<file path="src/rtl/twi_slave.sv">
// TWI (I2C) target: filtered SCL/SDA oversampling, START/STOP decode, 7-bit address match, open-drain ACK/data.
// Optional macro TWI_SLV_GCALL_EN: also ACK the general-call address 0 for writes.
module twi_slave #(
    parameter int FLT_LEN = 3
) (
    input  logic       CLK_I,
    input  logic       RST_N_I,
    input  logic [6:0] SLV_ADDR_I,
    input  logic       TWI_SCL_I,
    input  logic       TWI_SDA_I,
    output logic       TWI_SDA_OEN,
    output logic [7:0] RX_DAT_O,
    output logic       RX_VLD_O,
    input  logic       RX_NACK_I,
    input  logic [7:0] TX_DAT_I,
    output logic       TX_REQ_O,
    output logic       START_O,
    output logic       STOP_O,
    output logic       BUSY_O
);

    typedef enum logic [2:0] {
        IDLE, ADDR, ADDR_ACK, WR_BYTE, WR_ACK, RD_BYTE, RD_ACK, WAIT_STOP
    } state_t;

    // Bit 0 carries SCL, bit 1 carries SDA through the input path.
    logic [1:0]      s1_q, s1_d, s2_q, s2_d, flt_q, flt_d, prev_q, prev_d;
    logic [1:0][2:0] cnt_q, cnt_d;

    state_t      state_q, state_d;
    logic [3:0]  bcnt_q, bcnt_d;
    logic [7:0]  shift_q, shift_d;
    logic [7:0]  rx_dat_q, rx_dat_d;
    logic        oen_q, oen_d;
    logic        rx_vld_q, rx_vld_d;
    logic        tx_req_q, tx_req_d;
    logic        start_q, start_d;
    logic        stop_q, stop_d;
    logic        busy_q, busy_d;
    logic        nack_q, nack_d;

    logic scl_f, sda_f, scl_rise, scl_fall, start_det, stop_det;
    logic addr_ok, nack_now;

    always_comb begin
        s1_d   = {TWI_SDA_I, TWI_SCL_I};
        s2_d   = s1_q;
        prev_d = flt_q;
        flt_d  = flt_q;
        cnt_d  = '0;
        // A level change is accepted only after FLT_LEN consecutive differing samples.
        for (int i = 0; i < 2; i++) begin
            if (s2_q[i] != flt_q[i]) begin
                if (cnt_q[i] == 3'(FLT_LEN - 1)) begin
                    flt_d[i] = s2_q[i];
                end else begin
                    cnt_d[i] = cnt_q[i] + 3'd1;
                end
            end
        end
    end

    assign scl_f     = flt_q[0];
    assign sda_f     = flt_q[1];
    assign scl_rise  = flt_q[0] & ~prev_q[0];
    assign scl_fall  = ~flt_q[0] & prev_q[0];
    assign start_det = ~sda_f & prev_q[1] & scl_f & prev_q[0];
    assign stop_det  = sda_f & ~prev_q[1] & scl_f & prev_q[0];
    assign nack_now  = rx_vld_q ? RX_NACK_I : nack_q;

    // Evaluated on the 8th address rise: shift_q[6:0] holds the address, sda_f is R/W.
`ifdef TWI_SLV_GCALL_EN
    assign addr_ok = (shift_q[6:0] == SLV_ADDR_I) || ((shift_q[6:0] == 7'h00) && !sda_f);
`else
    assign addr_ok = (shift_q[6:0] == SLV_ADDR_I);
`endif

    always_comb begin
        state_d  = state_q;
        bcnt_d   = bcnt_q;
        shift_d  = shift_q;
        oen_d    = oen_q;
        rx_dat_d = rx_dat_q;
        rx_vld_d = 1'b0;
        tx_req_d = 1'b0;
        start_d  = 1'b0;
        stop_d   = 1'b0;
        busy_d   = busy_q;
        nack_d   = nack_now;
        if (stop_det) begin
            state_d = IDLE;
            bcnt_d  = '0;
            oen_d   = 1'b1;
            stop_d  = 1'b1;
            busy_d  = 1'b0;
        end else if (start_det) begin
            state_d = ADDR;
            bcnt_d  = '0;
            oen_d   = 1'b1;
            start_d = 1'b1;
            busy_d  = 1'b1;
        end else begin
            unique case (state_q)
                IDLE: ;
                ADDR: begin
                    if (scl_rise) begin
                        shift_d = {shift_q[6:0], sda_f};
                        bcnt_d  = bcnt_q + 4'd1;
                        if (bcnt_q == 4'd7 && !addr_ok) state_d = WAIT_STOP;
                    end else if (scl_fall && bcnt_q == 4'd8) begin
                        oen_d   = 1'b0;
                        state_d = ADDR_ACK;
                    end
                end
                ADDR_ACK: begin
                    if (scl_fall) begin
                        bcnt_d = '0;
                        if (shift_q[0]) begin
                            tx_req_d = 1'b1;
                            shift_d  = TX_DAT_I;
                            oen_d    = TX_DAT_I[7];
                            state_d  = RD_BYTE;
                        end else begin
                            oen_d   = 1'b1;
                            state_d = WR_BYTE;
                        end
                    end
                end
                WR_BYTE: begin
                    if (scl_rise) begin
                        shift_d = {shift_q[6:0], sda_f};
                        bcnt_d  = bcnt_q + 4'd1;
                        if (bcnt_q == 4'd7) begin
                            rx_dat_d = {shift_q[6:0], sda_f};
                            rx_vld_d = 1'b1;
                        end
                    end else if (scl_fall && bcnt_q == 4'd8) begin
                        oen_d   = nack_now;
                        state_d = WR_ACK;
                    end
                end
                WR_ACK: begin
                    if (scl_fall) begin
                        oen_d   = 1'b1;
                        bcnt_d  = '0;
                        state_d = nack_q ? WAIT_STOP : WR_BYTE;
                    end
                end
                RD_BYTE: begin
                    if (scl_rise) begin
                        bcnt_d = bcnt_q + 4'd1;
                    end else if (scl_fall) begin
                        if (bcnt_q == 4'd8) begin
                            oen_d   = 1'b1;
                            bcnt_d  = '0;
                            state_d = RD_ACK;
                        end else begin
                            shift_d = {shift_q[6:0], 1'b0};
                            oen_d   = shift_q[6];
                        end
                    end
                end
                RD_ACK: begin
                    if (scl_rise) begin
                        nack_d = sda_f;
                    end else if (scl_fall) begin
                        if (nack_q) begin
                            oen_d   = 1'b1;
                            state_d = WAIT_STOP;
                        end else begin
                            tx_req_d = 1'b1;
                            shift_d  = TX_DAT_I;
                            oen_d    = TX_DAT_I[7];
                            bcnt_d   = '0;
                            state_d  = RD_BYTE;
                        end
                    end
                end
                WAIT_STOP: oen_d = 1'b1;
                default:   state_d = IDLE;
            endcase
        end
    end

    always_ff @(posedge CLK_I or negedge RST_N_I) begin
        if (!RST_N_I) begin
            s1_q     <= 2'b11;
            s2_q     <= 2'b11;
            flt_q    <= 2'b11;
            prev_q   <= 2'b11;
            cnt_q    <= '0;
            state_q  <= IDLE;
            bcnt_q   <= '0;
            shift_q  <= '0;
            oen_q    <= 1'b1;
            rx_dat_q <= '0;
            rx_vld_q <= 1'b0;
            tx_req_q <= 1'b0;
            start_q  <= 1'b0;
            stop_q   <= 1'b0;
            busy_q   <= 1'b0;
            nack_q   <= 1'b0;
        end else begin
            s1_q     <= s1_d;
            s2_q     <= s2_d;
            flt_q    <= flt_d;
            prev_q   <= prev_d;
            cnt_q    <= cnt_d;
            state_q  <= state_d;
            bcnt_q   <= bcnt_d;
            shift_q  <= shift_d;
            oen_q    <= oen_d;
            rx_dat_q <= rx_dat_d;
            rx_vld_q <= rx_vld_d;
            tx_req_q <= tx_req_d;
            start_q  <= start_d;
            stop_q   <= stop_d;
            busy_q   <= busy_d;
            nack_q   <= nack_d;
        end
    end

    assign TWI_SDA_OEN = oen_q;
    assign RX_DAT_O    = rx_dat_q;
    assign RX_VLD_O    = rx_vld_q;
    assign TX_REQ_O    = tx_req_q;
    assign START_O     = start_q;
    assign STOP_O      = stop_q;
    assign BUSY_O      = busy_q;

endmodule

</file>
<file path="config.mk">
export PLATFORM = sky130hd
export DESIGN_NAME = twi_slave
export DESIGN_NICKNAME = d
export VERILOG_FILES = /design/src/rtl/twi_slave.sv
export SDC_FILE = /design/constraint.sdc
export NUM_CORES = 1
export LEC_CHECK = 0
export ABC_AREA = 1
export BUFFER_PORTS_ARGS = -buffer_cell sky130_fd_sc_hd__buf_2
export CAP_MARGIN = 40
export CORE_UTILIZATION = 60
export CTS_BUF_LIST = sky130_fd_sc_hd__clkbuf_2
export CTS_CLUSTER_SIZE = 12
export DETAILED_ROUTE_END_ITERATION = 10
export PLACE_DENSITY = 0.92
export SLEW_MARGIN = 20
export SYNTH_ARGS = -nofsm -noshare
export SYNTH_HDL_FRONTEND = slang
export SYNTH_SLANG_ARGS = --single-unit
</file>
<file path="constraint.sdc">
create_clock -name CLK_I -period 1.9 [get_ports CLK_I]
set_input_delay 0.475 -clock CLK_I [delete_from_list [all_inputs] [get_ports CLK_I]]
set_output_delay 0.475 -clock CLK_I [all_outputs]
set_load 0.005 [all_outputs]
</file>
==> out/qor.txt, run 1 <==
Status = finished, final reports clean
Part of the power in the clock network = 10.6%
R2r setup slk = 0.07 ns
Vias in the first global route = 2026
Setup violators final = 0
Critical path's top delay family = flip-flops
Via-to-Cell Ratio = 5.35
Finished Core Util = 73.6%
Clock transition at path regs = 0.23 ns
Max Root-Sink Buffers = 2
Net Sw Frac = 48.5%
Clock Sinks = 43
CP startpoint kind = flop
Area grow syn2layout = 17.3%
Initial Util = 62.8%
Routed WL per cell = 13.6 um
Routed Antenna Nets = 0
Worst Hold End = s1_q[1]$_DFF_PN1_
Die area = 4480 um^2
Worst-Skew Late Latency = 0.42 ns
Tot GR Track Use = 27.6%
Net Switching = 2.49 mW
XOR/XNOR share of the synthesized area = 3.46%
Root buf cell = clkbuf_2
Buffers on Ports = 33
Top post-synthesis cells by area = dfrtp_1, nand2_1, dfstp_2
Hold path depth = 1
Max Slew Vio Count = 0
Core region area = 4030 um^2
Sequential share of power = 31.5%
FF-to-FF Start = prev_q[0]$_DFF_PN1_
Detailed Route Iter0 Violations = 154
Critical path class = reg -> reg
Power Total = 5.13 mW
Final Hold Viols = 0
Leakage power total = 1.52 nW
Slowest CP cell = dfstp_2
Tightest Pin Transition = 0.404 ns
Overflow left after global routing = 0
TritonCTS clock tree = built
VDD IR-drop max = 0.866 mV
Worst hold start = TWI_SDA_I
Final Cycle Share = 96.3%
Yosys top cell by area = dfrtp_1
Maximum capacitance violations = 0
FF-to-FF path depth = 8
Placement Rows = 23
Mux cell area share after synthesis = 0.791%
Worst R2R End = shift_q[4]$_DFFE_PN0P_
Drt pass-1 iters = 4
Simple-gate share of the synthesized area = 30.6%
Crit path capture type = flop
H-tree levels = 2
Seq/Total Area, Yosys = 43.0%
Area fraction in compound gates after synthesis = 11.8%
Crit path max fanout = 12
Internal power = 2.64 mW
Hold Crit Class = in -> reg
Critical path buffers and inverters = 2
Gpl congestion = 0.933
FF+latch count, synth = 43
Timing-limited maximum frequency = 0.547 GHz
Antenna cells = 0
Cells after synthesis = 315
Power Dens Cells = 1730 nW/um^2
First-pass GRT wire length = 9160 um
Logic pwr share = 57.9%
Clock Skew = 0.00504 ns
Die Y = 66.9 um
Worst endpoint required time = 2.24 ns
Arr. time, crit path = 2.17 ns
Largest family of logic cells by synthesized area = simple AND/OR/NAND/NOR gates
Slew HR = 73.1%
Critical-path cell list = inv_1, ha_4, inv_4, nor2_1, a211oi_2, nand3_4, nand2_1, o21ai_2
Adder-Cell Fraction of Synth Area = 1.98%
Crit path depth = 8
Residual DRC count = 0
Layout Nets = 389
Cts bufs inserted = 5
Synth unique cells = 40
Slowest cell delay on critical path = 0.62 ns
Syn avg cell area = 8.03 um^2
Boundary Pins = 34
Die width = 66.9 um
DRT Wirelength = 5660 um
Via Count = 2226
Syn_nets = 339
Initial antenna violation count = 0
Largest net degree at the start of global routing = 21
Post-synth top area share = 33.6%
Layout cells sized above 1 = 31.4%
Area of the mapped netlist = 2530 um^2
Hpwl dp = 4230 um
Yosys Warn Count = 0
Post-route minimum period = 1.83 ns
## synthesized netlist by cell type
master	number
a211oi_2	1
a21oi_1	14
a21oi_2	4
a31oi_1	1
a32oi_1	1
buf_2	2
buf_4	2
buf_6	3
clkbuf_1	1
dfrtp_1	34
dfstp_2	9
ha_1	4
inv_1	34
inv_2	6
mux2i_1	2
nand2_1	70
nand2_2	7
nand2_4	2
nand3_1	18
nand3_2	4
nand3_4	1
nand3b_1	1
nand4_1	5
nor2_1	34
nor2_2	4
nor2_4	3
nor2_8	1
nor3_1	5
nor3b_1	1
nor4_1	1
o2111ai_1	1
o211ai_1	2
o21ai_0	12
o21ai_1	8
o21ai_2	4
o21bai_1	1
or2_0	1
or2_2	1
xnor2_1	5
xor2_1	5
## per-stage QoR
| step | setup TNS (ns) | instances | hold slack (ns) | worst slack (ns) | area (um^2) |
|---|---|---|---|---|---|
| 6_report | 0 | 416 | 0.117 | 0.0708 | 2970 |
| 5_1_grt | -0.106 | 416 | 0.0897 | -0.0303 | 2970 |
| 4_1_cts | 0 | 412 | 0.114 | 0.0301 | 2890 |
| 3_5_place_dp | -0.0901 | 403 | 0.347 | -0.0279 | 2810 |
| 3_3_place_gp | 0 | 403 | 0.348 | 0.0683 | 2810 |
| 2_1_floorplan | 0 | 315 | 0.179 | 0.198 | 2530 |
## routing by layer
metal | wire, um | vias up | track usage (%) | share of wire, %
li1 | - | 1111 | - | -
met1 | 2510 | 1043 | 35.6 | 44
met2 | 2800 | 65 | 46.5 | 50
met3 | 276 | 7 | 4.97 | 4.9
met4 | 70 | 0 | 8.51 | 1.2
met5 | 0 | - | 0 | 0
## cell type report
class | count | area, um^2
clock buffers | 5 | 25.0
flip-flops and latches | 43 | 1090
clock inverters | 3 | 43.8
inverters | 40 | 153
multi-input cells | 224 | 1280
well taps | 50 | 62.6
fillers | 310 | 1060
repair buffers | 51 | 315
## layout by cell type (no fill, tap or decap), types with 6 or more instances in the layout
cell / instances
nand2_1: 68
nand3_1: 18
nor2_1: 32
buf_2: 33
o21ai_0: 11
a21oi_1: 14
inv_1: 34
nor2_2: 6
nand2_2: 9
dfstp_2: 9
buf_4: 16
o21ai_1: 8
dfrtp_1: 31
## worst reg2reg max path: cells and delay by family (launching register included)
| family | cells | cell delay [ns] |
|---|---|---|
| flops | 1 | 0.62 |
| fa+ha+maj | 1 | 0.18 |
| compound gates | 2 | 0.38 |
| buf+inv | 2 | 0.17 |
| simple gates | 3 | 0.42 |
## state kept, by name, indices dropped and copies added, names as in the netlist
register / flops
BUSY_O: 1
RX_DAT_O: 8
RX_VLD_O: 1
START_O: 1
STOP_O: 1
TWI_SDA_OEN: 1
TX_REQ_O: 1
bcnt_q: 4
cnt_q: 6
flt_q: 2
nack_q: 1
prev_q: 2
s1_q: 2
s2_q: 2
shift_q: 7
state_q: 3
## cells by family (layout without fill, tap and decap cells)
kind of cell / Yosys count / in the layout
compound gates: 49 / 49
buf+inv: 48 / 99
mux: 2 / 2
flops: 43 / 43
fa+ha+maj: 4 / 4
simple gates: 159 / 159
xor+xnor: 10 / 10
## worst max-delay path by stage
| stage | startpoint | to | slack, ns |
|---|---|---|---|
| after floorplan | prev_q[0]$_DFF_PN1_ | shift_q[4]$_DFFE_PN0P_ | 0.20 |
| after global placement | prev_q[0]$_DFF_PN1_ | shift_q[4]$_DFFE_PN0P_ | 0.07 |
| after detailed placement | prev_q[0]$_DFF_PN1_ | shift_q[5]$_DFFE_PN0P_ | -0.03 |
| after CTS | prev_q[0]$_DFF_PN1_ | state_q[2]$_DFFE_PN0P_ | 0.03 |
| after global routing | prev_q[0]$_DFF_PN1_ | state_q[1]$_DFFE_PN0P_ | -0.03 |
| final | prev_q[0]$_DFF_PN1_ | shift_q[4]$_DFFE_PN0P_ | 0.07 |
## power by group through the flow
stage	sequential (mW)	clock (mW)	combinational, mW
final	1.61	0.544	2.97
after global routing	1.66	0.583	3.32
after CTS	1.58	0.544	2.81
after detailed placement	1.60	0	2.77
after global placement	1.58	0	2.68
after floorplan	1.47	0	2.28
## what timing repair did
action | CTS | global route
gates resized for setup | 1 | 14
pin swaps | 0 | 5
buffers inserted | 0 | 4
hold endpoints to repair | 10 | 0
cloned | 0 | 0
hold buffers | 1 | 0
setup endpoints to repair | 3 | 18
(Power assumes the default switching activity.)
==> run 2, diff against run 1 <==
--- a/config.mk
+++ b/config.mk
@@ -9,9 +9,11 @@
 export BUFFER_PORTS_ARGS = -buffer_cell sky130_fd_sc_hd__buf_2
 export CAP_MARGIN = 40
-export CORE_UTILIZATION = 60
+export CELL_PAD_IN_SITES_DETAIL_PLACEMENT = 1
+export CELL_PAD_IN_SITES_GLOBAL_PLACEMENT = 1
+export CORE_UTILIZATION = 44
 export CTS_BUF_LIST = sky130_fd_sc_hd__clkbuf_2
 export CTS_CLUSTER_SIZE = 12
 export DETAILED_ROUTE_END_ITERATION = 10
-export PLACE_DENSITY = 0.92
+export PLACE_DENSITY = 0.91
 export SLEW_MARGIN = 20
 export SYNTH_ARGS = -nofsm -noshare
==> constraint.sdc (replaced) <==
create_clock -name CLK_I -period 1.9 [get_ports CLK_I]
set_input_delay 0.475 -clock CLK_I [delete_from_list [all_inputs] [get_ports CLK_I]]
set_output_delay 0.475 -clock CLK_I [all_outputs]
set_load 0.1 [all_outputs]
==> out/qor.txt, run 2 (same netlist as run 1, synthesis figures left out) <==
Storage element area = 1090 um^2
Commonest non-fill, non-tap cell in the layout = nand2_1
Gpl congestion = 0.887
Buffers on Ports = 33
CP startpoint kind = flop
Power Total = 6.36 mW
Post-route minimum period = 2.04 ns
Arr. time, crit path = 2.41 ns
Fillers = 704
Dpl ws = -0.0513 ns
Area occupied by multi-input gates = 1340 um^2
Max Root-Sink Buffers = 2
Vias in the first global route = 2421
Clock transition at path regs = 0.26 ns
Routed Antenna Nets = 0
Boundary Pins = 34
Final Hold Viols = 0
Routed WL per cell = 19.8 um
Initial antenna violation count = 0
Finished Core Util = 57.2%
Detailed Route Iter0 Violations = 183
Die Y = 77.8 um
Leakage power total = 1.59 nW
R2r setup slk = -0.14 ns
Crit path max fanout = 6
VDD IR-drop max = 1.15 mV
Timing-limited maximum frequency = 0.489 GHz
Maximum capacitance violations = 0
H-tree levels = 2
Root buf cell = clkbuf_2
Max reg flops = 8
Setup tns final = -0.269 ns
Critical path class = reg -> reg
Antenna cells = 0
Worst endpoint required time = 2.26 ns
Die width = 77.8 um
Cts bufs inserted = 5
Worst Hold End = s1_q[1]$_DFF_PN1_
TritonCTS clock tree = built
FF-to-FF Start = prev_q[0]$_DFF_PN1_
Layout Nets = 400
Layout cells sized above 1 = 36.6%
Worst R2R End = shift_q[1]$_DFFE_PN0P_
Worst hold start = TWI_SDA_I
Tightest Pin Transition = 0.533 ns
Via-to-Cell Ratio = 5.58
Hpwl dp = 5140 um
Design area = 3170 um^2
Clock Skew = 0.0251 ns
Hold path depth = 1
Area grow syn2layout = 25.2%
Hold Crit Class = in -> reg
Power Dens Cells = 2010 nW/um^2
Drt pass-1 iters = 4
Status = finished with violations
DRT Wirelength = 8890 um
Worst-Skew Late Latency = 0.44 ns
Largest net degree at the start of global routing = 24
Post-placement cell area = 2850 um^2
Initial Util = 45.7%
Failing checks = negative setup slack
Final Cycle Share = 108%
Die area = 6060 um^2
Placement Rows = 27
Crit path capture type = flop
Core region area = 5540 um^2
Most frequent cells in the layout = nand2_1, buf_2, dfrtp_1
First-pass GRT wire length = 11500 um
Setup violators final = 9
Tot GR Track Use = 24.6%
Via Count = 2506
FF-to-FF path depth = 8
Max Slew Vio Count = 0
Clock Sinks = 43
Overflow left after global routing = 0
Slew HR = 64.5%
RSZ-0062 raised after global routing = yes
PnR worst setup slack = -0.143 ns
Residual DRC count = 0
[run 2: power breakdown]
| part | switching, mW | internal (mW) | leakage (nW) |
|---|---|---|---|
| Sequential | 0.406 | 1.26 | 0.538 |
| Combinational | 2.67 | 1.46 | 1.01 |
| Clock | 0.344 | 0.223 | 0.0410 |
| Total | 3.42 | 2.94 | 1.59 |
[run 2: worst max-delay path, cell delays in order, from the launching register on]
cell and delay [ns]:
dfstp_2 0.69, inv_2 0.08, ha_4 0.20, inv_4 0.09
a21oi_1 0.08, a211oi_2 0.20, buf_4 0.17, nand3_2 0.17
o21ai_1 0.28
[run 2: metrics by stage]
stage	cells	hold slack (ns)
global route	449	0.0705
CTS	434	0.0904
finish	449	0.116
detailed placement	425	0.349
floorplan	315	0.179
global placement	425	0.348
[run 2: layer usage]
layer	share of wire [%]	track usage [%]	routed length [um]
met3	5.2	3.18	460
met1	39	31.2	3500
met4	4.2	7.17	374
met5	0	0	0
met2	51	43.4	4560
[run 2: what timing repair did]
item,4_1_cts,5_1_grt
setup endpoints to repair,16,22
hold endpoints to repair,19,0
hold buffers,1,0
pin swaps,0,15
gates resized for setup,6,27
cloned,0,2
buffers inserted,0,13
[run 2: how the worst max path moves through the flow]
stage                    startpoint                endpoint  slack, ns  cells past startpoint
4_1_cts        flt_q[1]$_DFFE_PN1P_  state_q[2]$_DFFE_PN0P_       0.02                     11
2_1_floorplan   prev_q[0]$_DFF_PN1_  shift_q[4]$_DFFE_PN0P_       0.20                      9
3_5_place_dp    prev_q[0]$_DFF_PN1_  shift_q[3]$_DFFE_PN0P_      -0.05                      8
6_report        prev_q[0]$_DFF_PN1_  shift_q[1]$_DFFE_PN0P_      -0.14                      8
3_3_place_gp    prev_q[0]$_DFF_PN1_  shift_q[4]$_DFFE_PN0P_       0.06                      8
5_1_grt         prev_q[0]$_DFF_PN1_  shift_q[1]$_DFFE_PN0P_      -0.23                      8
[run 2: area by class of cell]
| class | instances | share of cell area, % |
|---|---|---|
| Multi-Input combinational cell | 225 | 42.3 |
| Sequential cell | 43 | 34.5 |
| Timing Repair Buffer | 61 | 13.4 |
| Inverter | 40 | 4.94 |
| Tap cell | 72 | 2.84 |
| Clock inverter | 3 | 1.34 |
| Clock buffer | 5 | 0.790 |
